--- src/rtl/dcache_flush_sequencer.sv ---
// Write-back dcache flush walker: per set, read tags, write back dirty ways serially, invalidate valid ways.
// Optional perf counters (flush_cycles_o, wb_count_o) exist only when DCACHE_FLUSH_PERF_EN is defined.
module dcache_flush_sequencer #(
    parameter int CACHE_BYTES = 4096,
    parameter int LINE_WIDTH  = 128,
    parameter int SET_ASSOC   = 8,
    parameter int NUM_SETS    = CACHE_BYTES / (LINE_WIDTH / 8) / SET_ASSOC,
    parameter int IDX_W       = $clog2(NUM_SETS),
    parameter int WAY_W       = $clog2(SET_ASSOC)
) (
    input  logic                 clk_i,
    input  logic                 rst_ni,
    input  logic                 flush_i,
    output logic                 busy_o,
    output logic                 flush_ack_o,
    output logic                 tag_req_o,
    input  logic                 tag_gnt_i,
    output logic [IDX_W-1:0]     tag_idx_o,
    input  logic                 tag_rvalid_i,
    input  logic [SET_ASSOC-1:0] valid_i,
    input  logic [SET_ASSOC-1:0] dirty_i,
    output logic                 wb_req_o,
    input  logic                 wb_gnt_i,
    output logic [IDX_W-1:0]     wb_idx_o,
    output logic [WAY_W-1:0]     wb_way_o,
    input  logic                 wb_done_i,
    output logic                 inv_req_o,
    input  logic                 inv_gnt_i,
    output logic [IDX_W-1:0]     inv_idx_o,
    output logic [SET_ASSOC-1:0] inv_mask_o,
    output logic [2:0]           dbg_state_o
`ifdef DCACHE_FLUSH_PERF_EN
    ,
    output logic [31:0]          flush_cycles_o,
    output logic [15:0]          wb_count_o
`endif
);

    localparam logic [2:0] S_IDLE     = 3'd0;
    localparam logic [2:0] S_TAG_REQ  = 3'd1;
    localparam logic [2:0] S_TAG_WAIT = 3'd2;
    localparam logic [2:0] S_WB_REQ   = 3'd3;
    localparam logic [2:0] S_WB_WAIT  = 3'd4;
    localparam logic [2:0] S_INV      = 3'd5;
    localparam logic [2:0] S_DONE     = 3'd6;

    logic [2:0]           r_state;
    logic [IDX_W-1:0]     r_set;
    logic                 r_pending;
    logic [SET_ASSOC-1:0] r_dirty;
    logic [SET_ASSOC-1:0] r_inv;

    logic [WAY_W-1:0]     w_way;
    logic [SET_ASSOC-1:0] w_way_oh;
    logic [SET_ASSOC-1:0] w_dirty_rem;
    logic [SET_ASSOC-1:0] w_rd_dirty;
    logic                 w_last_set;
    logic                 w_restart;

    // Lowest pending dirty way; stays constant through WB_REQ since r_dirty only changes in WB_WAIT.
    always_comb begin
        w_way = '0;
        for (int i = SET_ASSOC - 1; i >= 0; i--) begin
            if (r_dirty[i]) w_way = WAY_W'(i);
        end
    end

    assign w_way_oh    = SET_ASSOC'(1) << w_way;
    assign w_dirty_rem = r_dirty & ~w_way_oh;
    assign w_rd_dirty  = valid_i & dirty_i;
    assign w_last_set  = (r_set == IDX_W'(NUM_SETS - 1));
    assign w_restart   = r_pending | flush_i;

    always_ff @(posedge clk_i or negedge rst_ni) begin
        if (!rst_ni) begin
            r_state   <= S_IDLE;
            r_set     <= '0;
            r_pending <= 1'b0;
            r_dirty   <= '0;
            r_inv     <= '0;
        end else begin
            if (flush_i && r_state != S_IDLE) r_pending <= 1'b1;
            case (r_state)
                S_IDLE: begin
                    if (flush_i) begin
                        r_state <= S_TAG_REQ;
                        r_set   <= '0;
                    end
                end
                S_TAG_REQ: begin
                    if (tag_gnt_i) r_state <= S_TAG_WAIT;
                end
                S_TAG_WAIT: begin
                    if (tag_rvalid_i) begin
                        r_dirty <= w_rd_dirty;
                        r_inv   <= valid_i;
                        if (|w_rd_dirty) begin
                            r_state <= S_WB_REQ;
                        end else if (|valid_i) begin
                            r_state <= S_INV;
                        end else if (w_last_set) begin
                            r_state <= S_DONE;
                        end else begin
                            r_set   <= r_set + 1'b1;
                            r_state <= S_TAG_REQ;
                        end
                    end
                end
                S_WB_REQ: begin
                    if (wb_gnt_i) r_state <= S_WB_WAIT;
                end
                S_WB_WAIT: begin
                    if (wb_done_i) begin
                        r_dirty <= w_dirty_rem;
                        r_state <= (|w_dirty_rem) ? S_WB_REQ : S_INV;
                    end
                end
                S_INV: begin
                    if (inv_gnt_i) begin
                        if (w_last_set) begin
                            r_state <= S_DONE;
                        end else begin
                            r_set   <= r_set + 1'b1;
                            r_state <= S_TAG_REQ;
                        end
                    end
                end
                S_DONE: begin
                    // Any request seen while busy (or in this cycle) collapses into one more full walk.
                    r_set     <= '0;
                    r_pending <= 1'b0;
                    r_state   <= w_restart ? S_TAG_REQ : S_IDLE;
                end
                default: r_state <= S_IDLE;
            endcase
        end
    end

    // Outputs decode only flops; index/way/mask fields read zero whenever their request is low.
    assign busy_o      = (r_state != S_IDLE);
    assign flush_ack_o = (r_state == S_DONE);
    assign tag_req_o   = (r_state == S_TAG_REQ);
    assign tag_idx_o   = tag_req_o ? r_set : '0;
    assign wb_req_o    = (r_state == S_WB_REQ);
    assign wb_idx_o    = wb_req_o ? r_set : '0;
    assign wb_way_o    = wb_req_o ? w_way : '0;
    assign inv_req_o   = (r_state == S_INV);
    assign inv_idx_o   = inv_req_o ? r_set : '0;
    assign inv_mask_o  = inv_req_o ? r_inv : '0;
    assign dbg_state_o = r_state;

`ifdef DCACHE_FLUSH_PERF_EN
    logic        w_start;
    logic [31:0] r_flush_cycles;
    logic [15:0] r_wb_count;

    assign w_start = ((r_state == S_IDLE) && flush_i) || ((r_state == S_DONE) && w_restart);

    always_ff @(posedge clk_i or negedge rst_ni) begin
        if (!rst_ni) begin
            r_flush_cycles <= '0;
            r_wb_count     <= '0;
        end else if (w_start) begin
            r_flush_cycles <= '0;
            r_wb_count     <= '0;
        end else begin
            if (busy_o && r_flush_cycles != '1) r_flush_cycles <= r_flush_cycles + 1'b1;
            if ((r_state == S_WB_WAIT) && wb_done_i && r_wb_count != '1) r_wb_count <= r_wb_count + 1'b1;
        end
    end

    assign flush_cycles_o = r_flush_cycles;
    assign wb_count_o     = r_wb_count;
`endif

endmodule

--- config.mk ---
export PLATFORM = sky130hd
export DESIGN_NAME = dcache_flush_sequencer
export DESIGN_NICKNAME = d
export VERILOG_FILES = /design/src/rtl/dcache_flush_sequencer.sv
export SDC_FILE = /design/constraint.sdc
export NUM_CORES = 1
export LEC_CHECK = 0
export BUFFER_PORTS_ARGS = -buffer_cell sky130_fd_sc_hd__buf_2
export CELL_PAD_IN_SITES_DETAIL_PLACEMENT = 0
export CELL_PAD_IN_SITES_GLOBAL_PLACEMENT = 1
export CORE_ASPECT_RATIO = 1.5
export CORE_UTILIZATION = 37
export DETAILED_ROUTE_END_ITERATION = 10
export HOLD_SLACK_MARGIN = 0.05
export MAX_ROUTING_LAYER = met4
export PLACE_DENSITY_LB_ADDON = 0.3
export SETUP_SLACK_MARGIN = 0.15
export SLEW_MARGIN = 5
export SYNTH_ARGS = -nofsm -noshare
export SYNTH_HDL_FRONTEND = slang
export SYNTH_SLANG_ARGS = --single-unit
--- constraint.sdc ---
create_clock -name clk_i -period 2.6 [get_ports clk_i]
set_input_delay 0.39 -clock clk_i [delete_from_list [all_inputs] [get_ports clk_i]]
set_output_delay 0.39 -clock clk_i [all_outputs]
set_load 0.005 [all_outputs]
Word level (Yosys, flattened, before mapping). Index checks and enable logic that the tools add are counted.

$add $sub $neg: 1. Equal/unequal tests: 15. Shifts and indexed selects: 1. Multiplexer cells: 37. Bitwise gates (word level): 4. Reductions and logical operators: 13.

Operators with widths (count): $mux 3 (19); $mux 5 (9); $mux 8 (3); $reduce_or 8->1 (3); $pmux 3 s7 (1); $pmux 5 s4 (1); $and 8x8->8 (2); $pmux 8 s2 (1); $reduce_and 6->1 (2); $ne 2x2->1 const B (5); $eq 3x3->1 const B (3); $not 8->8 (1); $shl 1x3->8 const A (1); $eq 3x2->1 const B (2); $ne 2x1->1 const B (3); $add 5x1->5 const B (1); $eq 5x5->1 const B (1); $reduce_bool 2->1 (2); $reduce_bool 4->1 (1); $eq 3x1->1 const B (1); $logic_not 3->1 (1); $mux 1 (3); $reduce_and 3->1 (1); $reduce_bool 3->1 (1); 3 further kinds (3).

Register bits after elaboration: 25. Output and inout bits: 34. Word-level logic and storage cells: 76.

Depth between registers and ports, before layout. Gate-level depths: netlist of the first run.

Word-level depth: 15. Gate-level depth with buffers: 8. Gate-level depth less buffers: 8.

Least setup slack after synthesis of the first run. No wires, ideal clock.

Path type: register -> register. From: register r_set[0]. To: register r_set[2]. Library setup time: 0.066 ns. Arrival: 2.032 ns. Path slack: 0.502 ns. Cell stages (with the launch flop): 9. Buffers on the path: 0. Cells stage by stage: dfrtp_1 -> ha_1 -> and3_1 -> ha_1 -> nand2b_1 -> o22ai_1 -> nand3b_1 -> or4b_1 -> nand2_1.

Cells in the longest elaborated chain, start to end: 6. Elaborated cells between the ends (all ways): 8. Classes of those cells: add/sub: 1; eq/ne: 1; mux: 6.

RTL lines: start, declared (RTL line 48) `logic [IDX_W-1:0] r_set;`; start signal, assigned (RTL line 104) `r_set <= r_set + 1'b1;`; start signal, assigned (RTL line 123) `r_set <= r_set + 1'b1;`; $add 5x1->5 / $eq 5x5->1 (equally long branches) (RTL line 104, 123, 71); $mux 5 (*) (RTL line 101, 120); $mux 5 (RTL line 99) `end else if (|valid_i) begin`; $mux 5 (RTL line 97) `if (|w_rd_dirty) begin`; $mux 5 (RTL line 94) `if (tag_rvalid_i) begin`; $pmux 5 s4 (*) (RTL line 83) `case (r_state)`.

Mark *: on every way between the ends. The rest lies on a longest branch, timed or not. The select of a mux whose other input is x is not followed. A chain may end at the register's enable or synchronous reset.

Worst setup path after layout of the first run. Same ends and word-level chain as after synthesis.

==> metrics.csv, run 1 <==
metric;value;unit
leakagePower;1.02;nW
ys_warn_count;0;
drt_iter0_drc;75;
synth_xor_area_share;0;%
path_depth;8;
rsz0062_at_grt;false;
synth_compound_area_share;22.4;%
cts_tree;done;
ys_seq_elements;25;
grt_pass1_wl;7530;µm
clockBufferDepth;2;
hp-class;primary input to async pin;
dp_cells;289;
muxShareOfSynthArea;5.75;%
ys_top_cells_by_area;dfrtp_1, and2_1, mux2_2;
placed_cell_area;0.00204;mm²
synth_edf_count;0;
synth_top_family_by_area;simple AND/OR/NAND/NOR gates;
crit_path_start_kind;register;
cp_num_buf_inv;0;
routed_via_density;5.67;
io_pins;58;
die_h;86;µm
async_flop_share;100;%
crit_family;simple AND/OR/NAND/NOR gates;
place_hpwl;3540;µm
setup-tns-final;0;ns
yosys.area.top_type;dfrtp_1;
r2r_end;r_set[2];
syn2layout_area_growth;20.5;%
post_cts_buffers;0;
grt_pass1_vias;1572;
rrSetupSlack;0.37;ns
synth_cell_type_count;53;
yosysMostFrequentCell;dfrtp_1;
setup_viol;0;
r2r_start;r_set[0];
critical-path-max-stage-delay;0.50;ns
dieWidth;58;µm
period_needed;2.23;ns
clk_latency;0.27;ns
synthAdderAreaFrac;2.01;%
cp_data_required_time;2.82;ns
synth_common_cells;dfrtp_1, and2_1, nand2_1, o21ai_0, nor2_1;
routed_wl;4700;µm
holdBufCountCts;0;
cts_resized;0;
slew_viol_final;0;
drtAntennaViolNets;0;
place_congestion;0.781;
cts_inserted_buffers;3;
num_vias;1668;
avgSynthCellArea;9.02;µm²
tightest_slew;0.580;ns
violations;design-rule violations;
synthCells;193;
cts_sinks;25;
clkTransAtPathRegs;0.09;ns
grt_overflow;0;
fin_cells;294;
coreArea;0.00450;mm²
ir_drop;0.000402;V
finClkSkew;0.00146;ns
antenna_cells;0;
status;finished, violations left;
numPortBuffers;57;
post_drt_wl_per_cell;16.0;µm
ys.flop_type;dfrtp_1;
crit_fanout;7;
drc;2;
track_usage;20.1;%
clock.fmax;449;MHz
end_kind;register;
floorplan.initialDensity;38.6;%
grt_max_degree;26;
worstSetupPathType;register to register;
synth-seq-area-share;35.9;%
synth_area;0.00174;mm²
r2r.worst_path.cells;8;
antenna_found_initial;0;
synth_simple_gate_area_share;28.7;%
synth_nets;219;
cts-root-buf;clkbuf_8;
crit_chain;ha_1 > and3_1 > ha_1 > nand2b_1 > o22ai_1 > nand3b_1 > or4b_1 > nand2_1;
firstDrtPassIters;7;
fin_area;0.00210;mm²
fp-row-count;30;
htree_levels;1;
period_share;85.6;%
drive_above_1_share;31.3;%
critPathArrivalTime;2.45;ns
synth_top_area_share;35.9;%
die_area;0.00499;mm²
finalHoldViolations;0;
relSlewSlack;61.3;%
drv_cap;0;
cpMostUsedCell;ha_1;
p_per_area;968;mW/mm²
cp_slowest_cell;or4b_1;
nNetsFinal;273;
==> placed cells by master (no fill, tap or decap), types with 2 or more instances in the layout <==
master and count:
nor2b_1 4, or4_1 2, nor4_1 6, a32oi_1 2, and2_1 24, o21ai_0 11
and3_1 3, dfrtp_1 25, a31oi_1 4, a22o_1 3, ha_1 2, a21o_1 2
nand2_1 14, a221oi_1 2, a21oi_1 5, a32o_1 5, mux2_2 8, buf_4 5
or3_1 2, nor3_1 8, nand3_1 2, a22oi_1 2, clkbuf_8 3, nand2b_1 5
buf_2 57, inv_1 5, nor2_1 9
==> cell families after synthesis <==
logic type	count (synthesis)
muxes	9
buffers and inverters	18
DFF	25
and+or+nand+nor	88
adders and majority gates	3
AOI/OAI and AO/OA	50
==> through the flow <==
| step | hold WS [ns] | power [mW] | util [%] | setup slack (ns) |
|---|---|---|---|---|
| 5_1_grt | 0.153 | 2.20 | 46.6 | 0.166 |
| 3_5_place_dp | 0.437 | 1.78 | 45.4 | 0.366 |
| 4_1_cts | 0.136 | 2.02 | 46.4 | 0.345 |
| 6_report | 0.102 | 2.03 | 46.6 | 0.374 |
| 2_1_floorplan | 0.0944 | 1.51 | - | 0.502 |
| 3_3_place_gp | 0.424 | 1.77 | 45.4 | 0.401 |
==> where the power goes <==
group / internal [mW] / switching (mW)
clock network: 0.108 / 0.133
logic: 0.486 / 0.503
registers: 0.539 / 0.262
total: 1.13 / 0.897
==> layout make-up <==
type | instances | area [µm²]
clock inverters | 1 | 5.00
repair buffers | 62 | 323
clock buffers | 3 | 41.3
well taps | 48 | 60.1
fillers | 448 | 2410
flip-flops and latches | 25 | 626
multi-input cells | 150 | 1020
inverters | 5 | 18.8
==> sequential cells by signal (all words and copies together) (netlist names) <==
name and flops:
dbg_state_o 3, r_dirty 8, r_set 5, r_inv 8
r_pending 1
==> worst register-to-register path, stage by stage (launching register included) <==
cell,delay (ns)
dfrtp_1,0.45
ha_1,0.24
and3_1,0.18
ha_1,0.21
nand2b_1,0.17
o22ai_1,0.15
nand3b_1,0.20
or4b_1,0.50
nand2_1,0.07
==> worst max path at each step <==
stage | startpoint | endpoint | slack [ns]
2_1_floorplan | r_set[0] | r_set[2] | 0.50
3_3_place_gp | r_set[0] | r_set[2] | 0.40
3_5_place_dp | r_set[0] | r_set[2] | 0.37
4_1_cts | r_set[0] | r_set[2] | 0.34
5_1_grt | r_set[0] | r_set[2] | 0.17
6_report | r_set[0] | r_set[2] | 0.37
==> metal layers <==
metal / part of all wire (%) / global-route usage (%)
met2: 52 / 35.4
met5: 0 / -
met1: 43 / 23.6
met3: 3.2 / 2.11
met4: 1.5 / 6.28
No activity file was read; power rests on OpenSTA's default activity.
==> run 2: changes to the inputs <==
--- a/config.mk
+++ b/config.mk
@@ -5,11 +5,12 @@
 export SDC_FILE = /design/constraint.sdc
 export NUM_CORES = 1
 export LEC_CHECK = 0
+export ABC_AREA = 1
 export BUFFER_PORTS_ARGS = -buffer_cell sky130_fd_sc_hd__buf_2
 export CELL_PAD_IN_SITES_DETAIL_PLACEMENT = 0
 export CELL_PAD_IN_SITES_GLOBAL_PLACEMENT = 1
 export CORE_ASPECT_RATIO = 1.5
-export CORE_UTILIZATION = 37
+export CORE_UTILIZATION = 34
 export DETAILED_ROUTE_END_ITERATION = 10
 export HOLD_SLACK_MARGIN = 0.05
 export MAX_ROUTING_LAYER = met4
==> run 2 against run 1 <==
Effect of this change:
- critical path depth decreased by 4
- clock power is essentially flat
- the run now ends clean
- utilization is 3.1 points lower
- final area decreased by 0.24%
- register-to-register slack better by 0.31 ns
- clock skew rose by 0.0075 ns
- area after synthesis is 3.0% lower
- maximum frequency rose by 14%
- worst setup slack gained 0.27 ns
- clock-buffer cell count unchanged
- sequential cell count stayed put
- critical path type is now register to output pin
==> metrics.csv, run 2 <==
metric;value;unit;change
synth_cell_type_count;34;;-36%
period_needed;1.96;ns;-0.267 ns
crit_fanout;19;;+12
period_share;75.4;%;-10 points
wl_met2;2610;µm;+5.8%
ys_seq_elements;25;;unchanged
dieWidth;59.5;µm;+2.6%
post_cts_buffers;0;;unchanged
fp-row-count;31;;+3.3%
power.switching;0.916;mW;+2.1%
finalHoldViolations;0;;unchanged
fin_cells;375;;+28%
p_per_area;919;mW/mm²;-5.0%
route.met3.wl;98;µm;-34%
fin_area;0.00209;mm²;-0.24%
cp_data_required_time;2.21;ns;-0.61 ns
cts_tree;done;;
yosysMostFrequentCell;nand2_1;;
end_kind;output pin;;
antenna_cells;0;;unchanged
cts-root-buf;clkbuf_8;;
wl_met1;1840;µm;-8.4%
ys.flop_type;dfrtp_1;;
synth_edf_count;0;;unchanged
place_congestion;0.857;;+9.7%
clkTransAtPathRegs;0.10;ns;about the same
worstSetupPathType;register to output pin;;
finClkSkew;0.00893;ns;+0.00747 ns
hp-class;primary input to async pin;;
setup-tns-final;0;ns;unchanged
leakagePower;1.12;nW;+10%
synthCells;251;;+30%
drive_above_1_share;26.5;%;-4.8 points
rrSetupSlack;0.68;ns;+0.31 ns
num-fill-cells;547;;+22%
synth_common_cells;nand2_1, nor2_1, inv_1, dfrtp_1, o21ai_0;;
synth_area;0.00169;mm²;-3.0%
setup_viol;0;;unchanged
routed_wl;4640;µm;-1.1%
coreArea;0.00481;mm²;+6.8%
antenna_found_initial;0;;unchanged
fin_util;43.5;%;-3.1 points
status;finished, final reports clean;;
synth-seq-area-share;37.1;%;+1.1 points
cts_sinks;25;;unchanged
dp_cells;371;;+28%
numPortBuffers;57;;unchanged
avgSynthCellArea;6.72;µm²;-25%
htree_levels;1;;unchanged
clock.fmax;510;MHz;+14%
floorplan.initialDensity;35.1;%;-3.5 points
drtAntennaViolNets;0;;unchanged
die_h;88.3;µm;+2.7%
post_drt_wl_per_cell;12.4;µm;-22%
ir_drop;0.000483;V;+20%
synth_nets;277;;+26%
swShare;47.6;%;+3.4 points
yosys.area.top_type;dfrtp_1;;
drc;0;;-2
power.share.sequential;33.3;%;-6.2 points
synth_top_area_share;37.1;%;+1.1 points
cts_resized;0;;unchanged
tightest_slew;0.592;ns;+0.0121 ns
rsz0062_at_grt;false;;
num_vias;1728;;+3.6%
r2r_start;r_set[0];;
slew_viol_final;0;;unchanged
relSlewSlack;60.5;%;-0.81 points
ys_top_cells_by_area;dfrtp_1, nand2_1, nor2_1;;
cts_inserted_buffers;3;;unchanged
clk_latency;0.28;ns;about the same
ys_warn_count;0;;unchanged
r2r.worst_path.cells;13;;+5
drt_iter0_drc;73;;-2.7%
async_flop_share;100;%;unchanged
die_area;0.00526;mm²;+5.4%
syn2layout_area_growth;23.9;%;
grt_max_degree;26;;unchanged
routed_via_density;4.61;;-19%
top_regs;r_dirty: 8 flops, r_inv: 8 flops, r_set: 5 flops;;
holdBufCountCts;0;;unchanged
firstDrtPassIters;4;;-3
clockBufferDepth;2;;unchanged
grt_overflow;0;;unchanged
nNetsFinal;336;;+23%
r2r_end;r_set[0];;
crit_path_start_kind;register;;
routed.top_layer;met4;;
track_usage;19.7;%;-0.44 points
pwr-share-comb;54.1;%;+5.4 points
layout_common_cells;nand2_1, buf_2, nor2_1;;
io_pins;58;;unchanged
final_common_cell;nand2_1;;
power_frac_clock;12.6;%;+0.7 points
p_int;1.01;mW;-11%
critPathArrivalTime;1.57;ns;-0.88 ns
placed_cell_area;0.00204;mm²;unchanged
drv_cap;0;;unchanged
grt_pass1_wl;7590;µm;+0.84%
place_hpwl;3810;µm;+7.5%
grt_pass1_vias;1692;;+7.6%
[run 2: cell count changes after synthesis, sizes merged, moves of 5 or more]
cell and delta:
o21ai +14, a32o -5, clkbuf -6, nand3 +11, mux2 -8, nor3 -7, inv +34, nor4 -5
and2 -24, nand2b -5, nor2 +44, nand2 +49
[run 2: how the worst max path moves through the flow]
stage	to	depth (start not counted)	start
final	inv_mask_o[1]	4	dbg_state_o[1]
after floorplan	r_set[0]	13	r_set[0]
after CTS	inv_mask_o[1]	4	dbg_state_o[1]
after global placement	r_set[0]	13	r_set[0]
after global routing	wb_way_o[2]	4	dbg_state_o[2]
after detailed placement	r_set[0]	13	r_set[0]
[run 2: power groups by stage]
stage	Clock, mW	Sequential [mW]	Combinational [mW]
4_1_cts	0.247	0.641	1.06
6_report	0.242	0.640	1.04
3_3_place_gp	0	0.641	1.06
2_1_floorplan	0	0.629	0.767
5_1_grt	0.266	0.660	1.20
3_5_place_dp	0	0.650	1.06
[run 2: final cells by class]
type / instances / area [µm²] / share of cell area (%)
multi-input cells: 183 / 896 / 42.8
repair buffers: 58 / 293 / 14.0
flip-flops and latches: 25 / 626 / 29.9
inverters: 39 / 146 / 7.00
clock buffers: 3 / 41.3 / 1.97
clock inverters: 1 / 7.51 / 0.359
well taps: 66 / 82.6 / 3.95
[run 2: critical path, stage by stage, from the launching register on]
cell and delay, ns:
dfrtp_1 0.45, inv_1 0.13, nand3_2 0.34, nor2_1 0.23
buf_2 0.14
[run 2: per-stage QoR]
stage	hold slack, ns	setup slack (ns)	power [mW]
floorplan	0.0944	0.859	1.40
global placement	0.425	0.708	1.70
detailed placement	0.436	0.671	1.71
CTS	0.132	0.605	1.95
global route	0.137	0.492	2.13
finish	0.107	0.641	1.92
[run 2: per-layer routing]
layer  track usage [%]  up-vias
met1              20.0      777
met5                 -        -
li1                  -      914
met3              2.49        9
met4              7.40        0
met2              37.2       28
[run 2: cell families after synthesis]
| family | after synthesis | synth area share, % |
|---|---|---|
| compound gates | 39 | 13.7 |
| xor+xnor | 2 | 1.04 |
| fa+ha+maj | 2 | 1.48 |
| buf+inv | 43 | 9.86 |
| flops | 25 | 37.1 |
| simple gates | 140 | 36.8 |
